`config.mk`:
```
export PLATFORM = sky130hd
export DESIGN_NAME = muldiv_unit
export DESIGN_NICKNAME = d
export VERILOG_FILES = /design/src/rtl/muldiv_pkg.sv /design/src/rtl/muldiv_step.sv /design/src/rtl/muldiv_unit.sv
export SDC_FILE = /design/constraint.sdc
export NUM_CORES = 1
export LEC_CHECK = 0
export CELL_PAD_IN_SITES_DETAIL_PLACEMENT = 0
export CELL_PAD_IN_SITES_GLOBAL_PLACEMENT = 1
export CORE_MARGIN = 5
export CORE_UTILIZATION = 54
export CTS_BUF_LIST = sky130_fd_sc_hd__clkbuf_4 sky130_fd_sc_hd__clkbuf_8
export DETAILED_ROUTE_END_ITERATION = 12
export DONT_BUFFER_PORTS = 1
export GPL_TIMING_DRIVEN = 0
export PLACE_DENSITY = 0.92
export SLEW_MARGIN = 20
export SYNTH_ARGS = -nofsm -noshare
export SYNTH_HDL_FRONTEND = slang
export SYNTH_SLANG_ARGS = --single-unit
```
`constraint.sdc`:
```
create_clock -name clk -period 8.15 [get_ports clk]
set_clock_uncertainty 0.15 [all_clocks]
set_input_delay 0.4075 -clock clk [delete_from_list [all_inputs] [get_ports clk]]
set_output_delay 0.4075 -clock clk [all_outputs]
set_load 0.02 [all_outputs]
```
`src/rtl/muldiv_pkg.sv`:
```
// Shared types for the HI/LO multiply/divide sequencer: op and state encodings
// plus small op-decode helpers.
package muldiv_pkg;

  localparam int WIDTH_DEF = 32;

  typedef enum logic [1:0] {
    OP_MULTU = 2'b00,
    OP_MULT  = 2'b01,
    OP_DIVU  = 2'b10,
    OP_DIV   = 2'b11
  } op_e;

  typedef enum logic [1:0] {
    IDLE = 2'b00,
    CALC = 2'b01,
    SIGN = 2'b10,
    DONE = 2'b11
  } state_e;

  function automatic logic op_is_div(input op_e o);
    return (o == OP_DIVU) || (o == OP_DIV);
  endfunction

  function automatic logic op_is_signed(input op_e o);
    return (o == OP_MULT) || (o == OP_DIV);
  endfunction

endpackage

```
`src/rtl/muldiv_step.sv`:
```
// One iteration of the sequencer datapath: shift-add multiply on a 2*WIDTH
// accumulator, or one restoring shift-subtract divide step.
module muldiv_step #(
  parameter int WIDTH = 32
) (
  input  logic [2*WIDTH-1:0] i_acc,
  input  logic [WIDTH-1:0]   i_rem,
  input  logic [WIDTH-1:0]   i_quo,
  input  logic [WIDTH-1:0]   i_opnd,
  input  logic               i_is_div,
  output logic [2*WIDTH-1:0] o_acc,
  output logic [WIDTH-1:0]   o_rem,
  output logic [WIDTH-1:0]   o_quo
);

  logic [WIDTH:0] w_sum;
  logic [WIDTH:0] w_rem_sh;
  logic [WIDTH:0] w_diff;

  always_comb begin
    w_sum    = {1'b0, i_acc[2*WIDTH-1:WIDTH]} + (i_acc[0] ? {1'b0, i_opnd} : '0);
    w_rem_sh = {i_rem, i_quo[WIDTH-1]};
    // Top bit of the WIDTH+1 difference is the borrow: set means "restore".
    w_diff   = w_rem_sh - {1'b0, i_opnd};
    o_acc    = i_acc;
    o_rem    = i_rem;
    o_quo    = i_quo;
    if (i_is_div) begin
      if (!w_diff[WIDTH]) begin
        o_rem = w_diff[WIDTH-1:0];
        o_quo = {i_quo[WIDTH-2:0], 1'b1};
      end else begin
        o_rem = w_rem_sh[WIDTH-1:0];
        o_quo = {i_quo[WIDTH-2:0], 1'b0};
      end
    end else begin
      o_acc = {w_sum, i_acc[WIDTH-1:1]};
    end
  end

endmodule

```
`src/rtl/muldiv_unit.sv`:
```
// Iterative MULT/MULTU/DIV/DIVU sequencer owning HI/LO; fixed 34-cycle latency.
// Define MULDIV_MTHI_EN to add the MTHI/MTLO write port (wr_hi, wr_lo, wdata).
module muldiv_unit
  import muldiv_pkg::*;
#(
  parameter int WIDTH = WIDTH_DEF
) (
  input  logic             clk,
  input  logic             reset,
  input  logic             start,
  input  logic [1:0]       op,
  input  logic [WIDTH-1:0] a,
  input  logic [WIDTH-1:0] b,
`ifdef MULDIV_MTHI_EN
  input  logic             wr_hi,
  input  logic             wr_lo,
  input  logic [WIDTH-1:0] wdata,
`endif
  output logic             busy,
  output logic             done,
  output logic [WIDTH-1:0] hi,
  output logic [WIDTH-1:0] lo
);

  localparam int            CW   = $clog2(WIDTH);
  localparam logic [CW-1:0] LAST = CW'(WIDTH - 1);

  state_e             r_state, w_nstate;
  logic [CW-1:0]      r_cnt;
  logic               r_is_div, r_neg_q, r_neg_r, r_bzero;
  logic [WIDTH-1:0]   r_a_orig, r_opnd, r_rem, r_quo, r_hi, r_lo;
  logic [2*WIDTH-1:0] r_acc;

  op_e                w_op;
  logic               w_sgn, w_sa, w_sb, w_idle, w_accept;
  logic [WIDTH-1:0]   w_a_mag, w_b_mag;
  logic [2*WIDTH-1:0] w_acc_nx, w_prod;
  logic [WIDTH-1:0]   w_rem_nx, w_quo_nx, w_quo_s, w_rem_s, w_res_hi, w_res_lo;

  assign w_op     = op_e'(op);
  assign w_sgn    = op_is_signed(w_op);
  assign w_sa     = w_sgn & a[WIDTH-1];
  assign w_sb     = w_sgn & b[WIDTH-1];
  assign w_a_mag  = w_sa ? -a : a;
  assign w_b_mag  = w_sb ? -b : b;
  assign w_idle   = (r_state == IDLE) || (r_state == DONE);
  assign w_accept = start & w_idle;

  always_ff @(posedge clk) begin
    if (reset) r_state <= IDLE;
    else       r_state <= w_nstate;
  end

  always_comb begin
    w_nstate = r_state;
    unique case (r_state)
      IDLE:    if (start) w_nstate = CALC;
      CALC:    if (r_cnt == LAST) w_nstate = SIGN;
      SIGN:    w_nstate = DONE;
      DONE:    w_nstate = start ? CALC : IDLE;
      default: w_nstate = IDLE;
    endcase
  end

  muldiv_step #(.WIDTH(WIDTH)) u_step (
    .i_acc    (r_acc),
    .i_rem    (r_rem),
    .i_quo    (r_quo),
    .i_opnd   (r_opnd),
    .i_is_div (r_is_div),
    .o_acc    (w_acc_nx),
    .o_rem    (w_rem_nx),
    .o_quo    (w_quo_nx)
  );

  // Multiplicand |a| sits in the low half of the accumulator; dividend |a| in quotient.
  always_ff @(posedge clk) begin
    if (reset) begin
      r_cnt    <= '0;
      r_is_div <= 1'b0;
      r_neg_q  <= 1'b0;
      r_neg_r  <= 1'b0;
      r_bzero  <= 1'b0;
      r_a_orig <= '0;
      r_opnd   <= '0;
      r_acc    <= '0;
      r_rem    <= '0;
      r_quo    <= '0;
    end else if (w_accept) begin
      r_cnt    <= '0;
      r_is_div <= op_is_div(w_op);
      r_neg_q  <= w_sa ^ w_sb;
      r_neg_r  <= w_sa;
      r_bzero  <= (b == '0);
      r_a_orig <= a;
      r_opnd   <= w_b_mag;
      r_acc    <= {{WIDTH{1'b0}}, w_a_mag};
      r_rem    <= '0;
      r_quo    <= w_a_mag;
    end else if (r_state == CALC) begin
      r_cnt <= r_cnt + CW'(1);
      r_acc <= w_acc_nx;
      r_rem <= w_rem_nx;
      r_quo <= w_quo_nx;
    end
  end

  assign w_prod  = r_neg_q ? -r_acc : r_acc;
  assign w_quo_s = r_neg_q ? -r_quo : r_quo;
  assign w_rem_s = r_neg_r ? -r_rem : r_rem;

  always_comb begin
    w_res_hi = w_prod[2*WIDTH-1:WIDTH];
    w_res_lo = w_prod[WIDTH-1:0];
    if (r_is_div) begin
      if (r_bzero) begin
        w_res_hi = r_a_orig;
        w_res_lo = '1;
      end else begin
        w_res_hi = w_rem_s;
        w_res_lo = w_quo_s;
      end
    end
  end

  always_ff @(posedge clk) begin
    if (reset) begin
      r_hi <= '0;
      r_lo <= '0;
    end else if (r_state == SIGN) begin
      r_hi <= w_res_hi;
      r_lo <= w_res_lo;
    end
`ifdef MULDIV_MTHI_EN
    else if (w_idle) begin
      if (wr_hi) r_hi <= wdata;
      if (wr_lo) r_lo <= wdata;
    end
`endif
  end

  assign busy = (r_state == CALC) || (r_state == SIGN);
  assign done = (r_state == DONE);
  assign hi   = r_hi;
  assign lo   = r_lo;

endmodule

```
Yosys cells after proc, flatten, opt, wreduce, memory -nomap -nowiden --
Index checks and enable logic that the tools add are counted.
Cells by class: divide/modulo/power cells 0, mux-type cells 22, bitwise logic cells 5, multiply operators 0, equality and inequality tests 10, reductions and logical operators 14, shift operators 0, add/subtract/negate cells 8, magnitude comparators 0
Operators by type and width (number):
- 2-to-1 mux 32 bit | 16
- negator 32 bit | 4
- 2-to-1 mux 64 bit | 1
- negator 64 bit | 1
- adder 32 x 32 -> 33 bit | 1
- subtractor 33 x 32 -> 33 bit | 1
- zero test 32 bit | 1
- AND reduction 2 bit | 5
- equality test 2 bit (second input constant) | 4
- case mux 2 bit (4 select lines) | 1
- adder 5 x 1 -> 5 bit (second input constant) | 1
- equality test 5 bit (second input constant) | 1
- equality test 2 x 1 -> 1 bit (second input constant) | 2
- logical OR 1 bit | 4
- 2-to-1 mux 2 bit | 2
- != test 2 bit (second input constant) | 2
- nonzero test 2 bit | 2
- bitwise AND 1 bit | 3
- zero test 2 bit | 1
- 2-to-1 mux 1 bit | 2
- != test 2 x 1 -> 1 bit (second input constant) | 1
- OR reduction 2 bit | 1
- NOT 1 bit | 1
- bitwise XOR 1 bit | 1
Word-level totals: memories kept 0, input bits 69, RAM bits 0, latch bits 0, flip-flop bits (word level) 267, output and inout port bits 66, logic and storage cells 73, ROM bits 0

Longest topological paths before layout --
depth in word-level cells 5, depth in mapped cells 14, mapped depth without buffers 12

Hierarchy --
A second synthesis with hierarchy kept.
Unflattened totals: cells, all modules 2617, area, all modules 20389.6 µm²
Modules (own cells, without submodules):
- muldiv_unit | cells an instance 1825, times used 1, area an instance 15118.2 µm², sequential area each 5345.1 µm²
- muldiv_step | cells an instance 792, times used 1, area an instance 5271.3 µm², sequential area each 0.0 µm²

Worst setup path after synthesis --
OpenSTA, ideal clock, no wires.
path kind register to register, from register r_quo[31], to register r_rem[10], required time 7.868 ns, arrival 3.179 ns, library setup time 0.132 ns, stages on the path, launching flop included 15, setup slack 4.688 ns, clock period less this slack 3.462 ns, path buffers 2, path through dfxtp_1 -> inv_1 -> ha_1 -> fa_1 -> nand2b_1 -> a21oi_1 -> o2111ai_1 -> a211oi_1 -> nor3b_1 -> o21ai_2 -> xor2_1 -> buf_2 -> buf_2 -> mux2i_1 -> a21oi_1
Between the ends: word-level cells in the longest chain between the ends 2
RTL lines:
- start: declaration | line muldiv_unit.sv:31 | logic [WIDTH-1:0] r_a_orig, r_opnd, r_rem, r_quo, r_hi, r_lo;
- start signal: assignment | line muldiv_unit.sv:99 | r_quo <= w_a_mag;
- start signal: assignment | line muldiv_unit.sv:104 | r_quo <= w_quo_nx;
- subtractor 33 x 32 -> 33 bit | line muldiv_step.sv:24 | w_diff = w_rem_sh - {1'b0, i_opnd};
- 2-to-1 mux 32 bit | line muldiv_step.sv:29 | if (!w_diff[WIDTH]) begin
- end signal: assignment | line muldiv_unit.sv:103 | r_rem <= w_rem_nx;
- end: declaration | line muldiv_unit.sv:31
Every way passes these cells. A chain may end at the register's enable or synchronous reset.

Final worst setup path --
from register r_rem[12], to register r_rem[23]
Between the ends: word-level cells in the longest chain between the ends 2
RTL lines (line):
- subtractor 33 x 32 -> 33 bit | muldiv_step.sv:24
- 2-to-1 mux 32 bit | muldiv_step.sv:29
Every way passes these cells.

==> metrics.log <==
INFO  metric status = finished clean
INFO  metric post_drt_wl_per_cell = approximately 25 um
INFO  metric global_route.usage.total = 0.390
INFO  metric reg2reg_slack = 3.67 ns
INFO  metric avgViaCountPerCell = 6.48
INFO  metric grt_start_max_net_pins = 13
INFO  metric mappedNetlistNets = between 2000 and 2500
INFO  metric yosysSeqAreaShare = 0.296
INFO  metric die_area = 37200 um2
INFO  metric timing.critical_path.from = r_rem[12]
INFO  metric final_min_period_over_clock_period = 0.549
INFO  metric clkLatencyLatePin = around 0.63 ns
INFO  metric sequential_cell_area = 5350 um2
INFO  metric worstSetupStartpointType = register
INFO  metric synth.lib_cells_used.distinct = 76
INFO  metric via_count = about 19000
INFO  metric post-synth-top-area-fraction = 0.296
INFO  metric finished_cell_area = 20500 um2
INFO  metric worstSetupPathType = register to register
INFO  metric critPathCaptureType = register
INFO  metric num_antenna_cells = 0
INFO  metric fillers = approximately 3100
INFO  metric netlist_area = 18100 um2
INFO  metric postCtsSetupRepairBufs = 0
INFO  metric grt_remaining_overflow = 0
INFO  metric clock_tree.htree_level_count = 2
INFO  metric launch_instance_of_the_worst_register_to_register_path = r_rem[12]
INFO  metric grt_antenna_before_repair = 1
INFO  metric drt-total-wl = roughly 75000 um
INFO  metric syn-mean-instance-area = 7.70 um2
INFO  metric cts_sinks = 267
INFO  metric dr.first_iter.drc_count = 1621
INFO  metric syn-instance-count = 2346
INFO  metric post_cts_resize_count = 0
INFO  metric total_area_of_multi_input_combinational_cells = approximately 12000 um2
INFO  metric core_region_area = 33300 um2
INFO  metric gp_congestion = a little over 1
INFO  metric pwr_density_cell = 321 nW/um2
INFO  metric postSynthRegisterBits = 267
INFO  metric clock_tree_root_driver_cell = sky130_fd_sc_hd__clkbuf_8
INFO  metric hold_buffers = 74
INFO  metric cp.arrival = about 4.8 ns
INFO  metric die_h = 193 um
INFO  metric area.growth.synth_to_final = 13.4%
INFO  metric netlist.top_cell.by_area = sky130_fd_sc_hd__dfxtp_1
INFO  metric detail_route.first_pass.iterations = 8
INFO  metric first_pass_grt_wire_length = about 110000 um
INFO  metric floorplan.io_pins = 135
INFO  metric post-synth-top-count-cell = sky130_fd_sc_hd__nand2_1
INFO  metric rsz0062_at_grt = no
INFO  metric synth-edff-count = 0
INFO  metric leakage = 7.85 nW
INFO  metric clk_transition_reported_paths = 0.06 ns
INFO  metric layout.nets = approximately 2600
INFO  metric clock_tree.buffer_depth = 3
INFO  metric slew_headroom = 0.157
INFO  metric min_path_type = input port to register
INFO  metric start_util = 0.543
INFO  metric yosys_synthesis_warning_count = 0
INFO  metric route.detailed.drc = 0
INFO  metric grt_pass1_vias = approximately 18000
INFO  metric tmin_final = 4.48 ns
INFO  metric cp_data_required_time = 8.48 ns
INFO  metric drt.antenna.violating_nets = 0
INFO  metric cts_buffers = 51
INFO  metric clock_tree_from_tritoncts = yes
INFO  metric max_freq = ~220 MHz
INFO  metric timing.final.max_slew_violations = 0
INFO  metric hold_path.startpoint = a[15]
INFO  metric setup_total_negative_slack = 0 ns
INFO  metric dpl_wire_length = 56600 um
INFO  metric worst-slew-pin-transition = 1.26 ns
INFO  metric top_reg_cell_synth = sky130_fd_sc_hd__dfxtp_1
INFO  metric postPlaceCellArea = around 19000 um2
INFO  metric hold_viol = 0
INFO  metric post_route_cells_drive_above_1_share = 0.0454
INFO  metric ys_async_sr_fraction = 0
INFO  metric synth_common_cells = sky130_fd_sc_hd__nand2_1, sky130_fd_sc_hd__dfxtp_1, sky130_fd_sc_hd__a21oi_1, sky130_fd_sc_hd__nor2_1, sky130_fd_sc_hd__o21ai_0
INFO  metric port_buffers = 0
INFO  metric setup_viol_count_final = 0
INFO  metric ys_top_cells_by_area = sky130_fd_sc_hd__dfxtp_1, sky130_fd_sc_hd__xnor2_1, sky130_fd_sc_hd__nand2_1, sky130_fd_sc_hd__a21oi_1, sky130_fd_sc_hd__ha_1
INFO  metric rows = 67
INFO  metric max_capacitance_violation_count = 0
INFO  metric worst_ir_drop_vdd = 0.000154 V
INFO  metric path_max_fanout = 10
INFO  metric die_width = 193 um
==> worst paths after layout <==
check,end,depth (start not counted)
hold reg to reg,r_opnd[31],2
setup / recovery,r_rem[23],13
setup reg to reg,r_rem[23],13
hold / removal,r_quo[15],3
==> report_power, final <==
part	internal, mW	leakage [nW]	switching (mW)
sequential	1.61	2.18	0.460
clock	0.864	0.602	0.641
combinational	1.02	5.07	1.98
total	3.50	7.85	3.08
==> layout by cell type, fill, tap and decap left out, types with 29 or more instances in the layout <==
cell type	instances
sky130_fd_sc_hd__nor2_1	178
sky130_fd_sc_hd__dfxtp_1	267
sky130_fd_sc_hd__o21ai_0	171
sky130_fd_sc_hd__mux2i_1	83
sky130_fd_sc_hd__or3_1	31
sky130_fd_sc_hd__a21boi_0	45
sky130_fd_sc_hd__ha_1	76
sky130_fd_sc_hd__o31ai_1	48
sky130_fd_sc_hd__nor3_1	33
sky130_fd_sc_hd__a31oi_1	30
sky130_fd_sc_hd__o221ai_1	29
sky130_fd_sc_hd__clkbuf_8	64
sky130_fd_sc_hd__a21oi_1	217
sky130_fd_sc_hd__inv_1	71
sky130_fd_sc_hd__nand2_1	312
sky130_fd_sc_hd__clkbuf_1	120
sky130_fd_sc_hd__nand3_1	43
sky130_fd_sc_hd__xor2_1	66
sky130_fd_sc_hd__a211oi_1	33
sky130_fd_sc_hd__dlygate4sd3_1	74
sky130_fd_sc_hd__xnor2_1	152
sky130_fd_sc_hd__a21o_1	46
==> area by class of cell <==
class,instances,area share
plain buffers,143,0.0270
clock buffers,78,0.0481
clock inverters,13,0.00696
inverters,73,0.0134
multi-input cells,1863,0.580
flip-flops and latches,267,0.261
well taps,448,0.0273
repair buffers,74,0.0361
==> logic make-up after synthesis <==
family,share of synthesized area
compound gates,0.260
xor+xnor,0.106
fa+ha+maj,0.0548
buf+inv,0.0458
flops,0.296
mux,0.0472
simple gates,0.191
==> critical path, cell delays in order (launching register included) <==
cell	delay (ns)
sky130_fd_sc_hd__dfxtp_1	0.56
sky130_fd_sc_hd__ha_1	0.32
sky130_fd_sc_hd__clkbuf_1	0.20
sky130_fd_sc_hd__a21o_1	0.22
sky130_fd_sc_hd__a21oi_1	0.18
sky130_fd_sc_hd__a21boi_0	0.21
sky130_fd_sc_hd__a211oi_1	0.07
sky130_fd_sc_hd__nor3b_1	0.67
sky130_fd_sc_hd__o21ai_2	0.25
sky130_fd_sc_hd__xor2_1	0.37
sky130_fd_sc_hd__buf_2	0.36
sky130_fd_sc_hd__buf_2	0.39
sky130_fd_sc_hd__mux2i_1	0.30
sky130_fd_sc_hd__a21oi_1	0.09
==> stage by stage <==
| step | util | setup WS, ns | hold slack [ns] | cells | power [mW] |
|---|---|---|---|---|---|
| global route | 0.616 | 3.42 | 0.0243 | 2959 | 6.88 |
| CTS | 0.616 | 3.75 | 0.000931 | 2959 | 6.48 |
| detailed placement | 0.560 | 3.81 | 0.298 | 2794 | 4.94 |
| floorplan | - | 4.69 | 0.282 | 2346 | 3.97 |
| global placement | 0.560 | 3.85 | 0.289 | 2794 | 4.90 |
| finish | 0.616 | 3.67 | 0.0109 | 2959 | 6.58 |
==> layer usage <==
layer / vias up / share of wire / wire, um / track usage
met5: - / 0.000094 / 7 / 0
met4: 2 / 0.085 / 6350 / 0.276
met3: 290 / 0.092 / 6840 / 0.0729
met2: 1050 / 0.44 / 32600 / 0.618
met1: 9109 / 0.39 / 28900 / 0.477
li1: 8711 / - / - / -
==> state kept, by name, indices dropped and copies added, names as in the netlist <==
register and count:
r_bzero 1, r_state 2, r_a_orig 32, r_acc 64, r_rem 32, r_quo 32
r_opnd 32, r_cnt 5, hi 32, r_neg_r 1, r_neg_q 1, r_is_div 1
lo 32
Power figures use the tool's default switching activity.
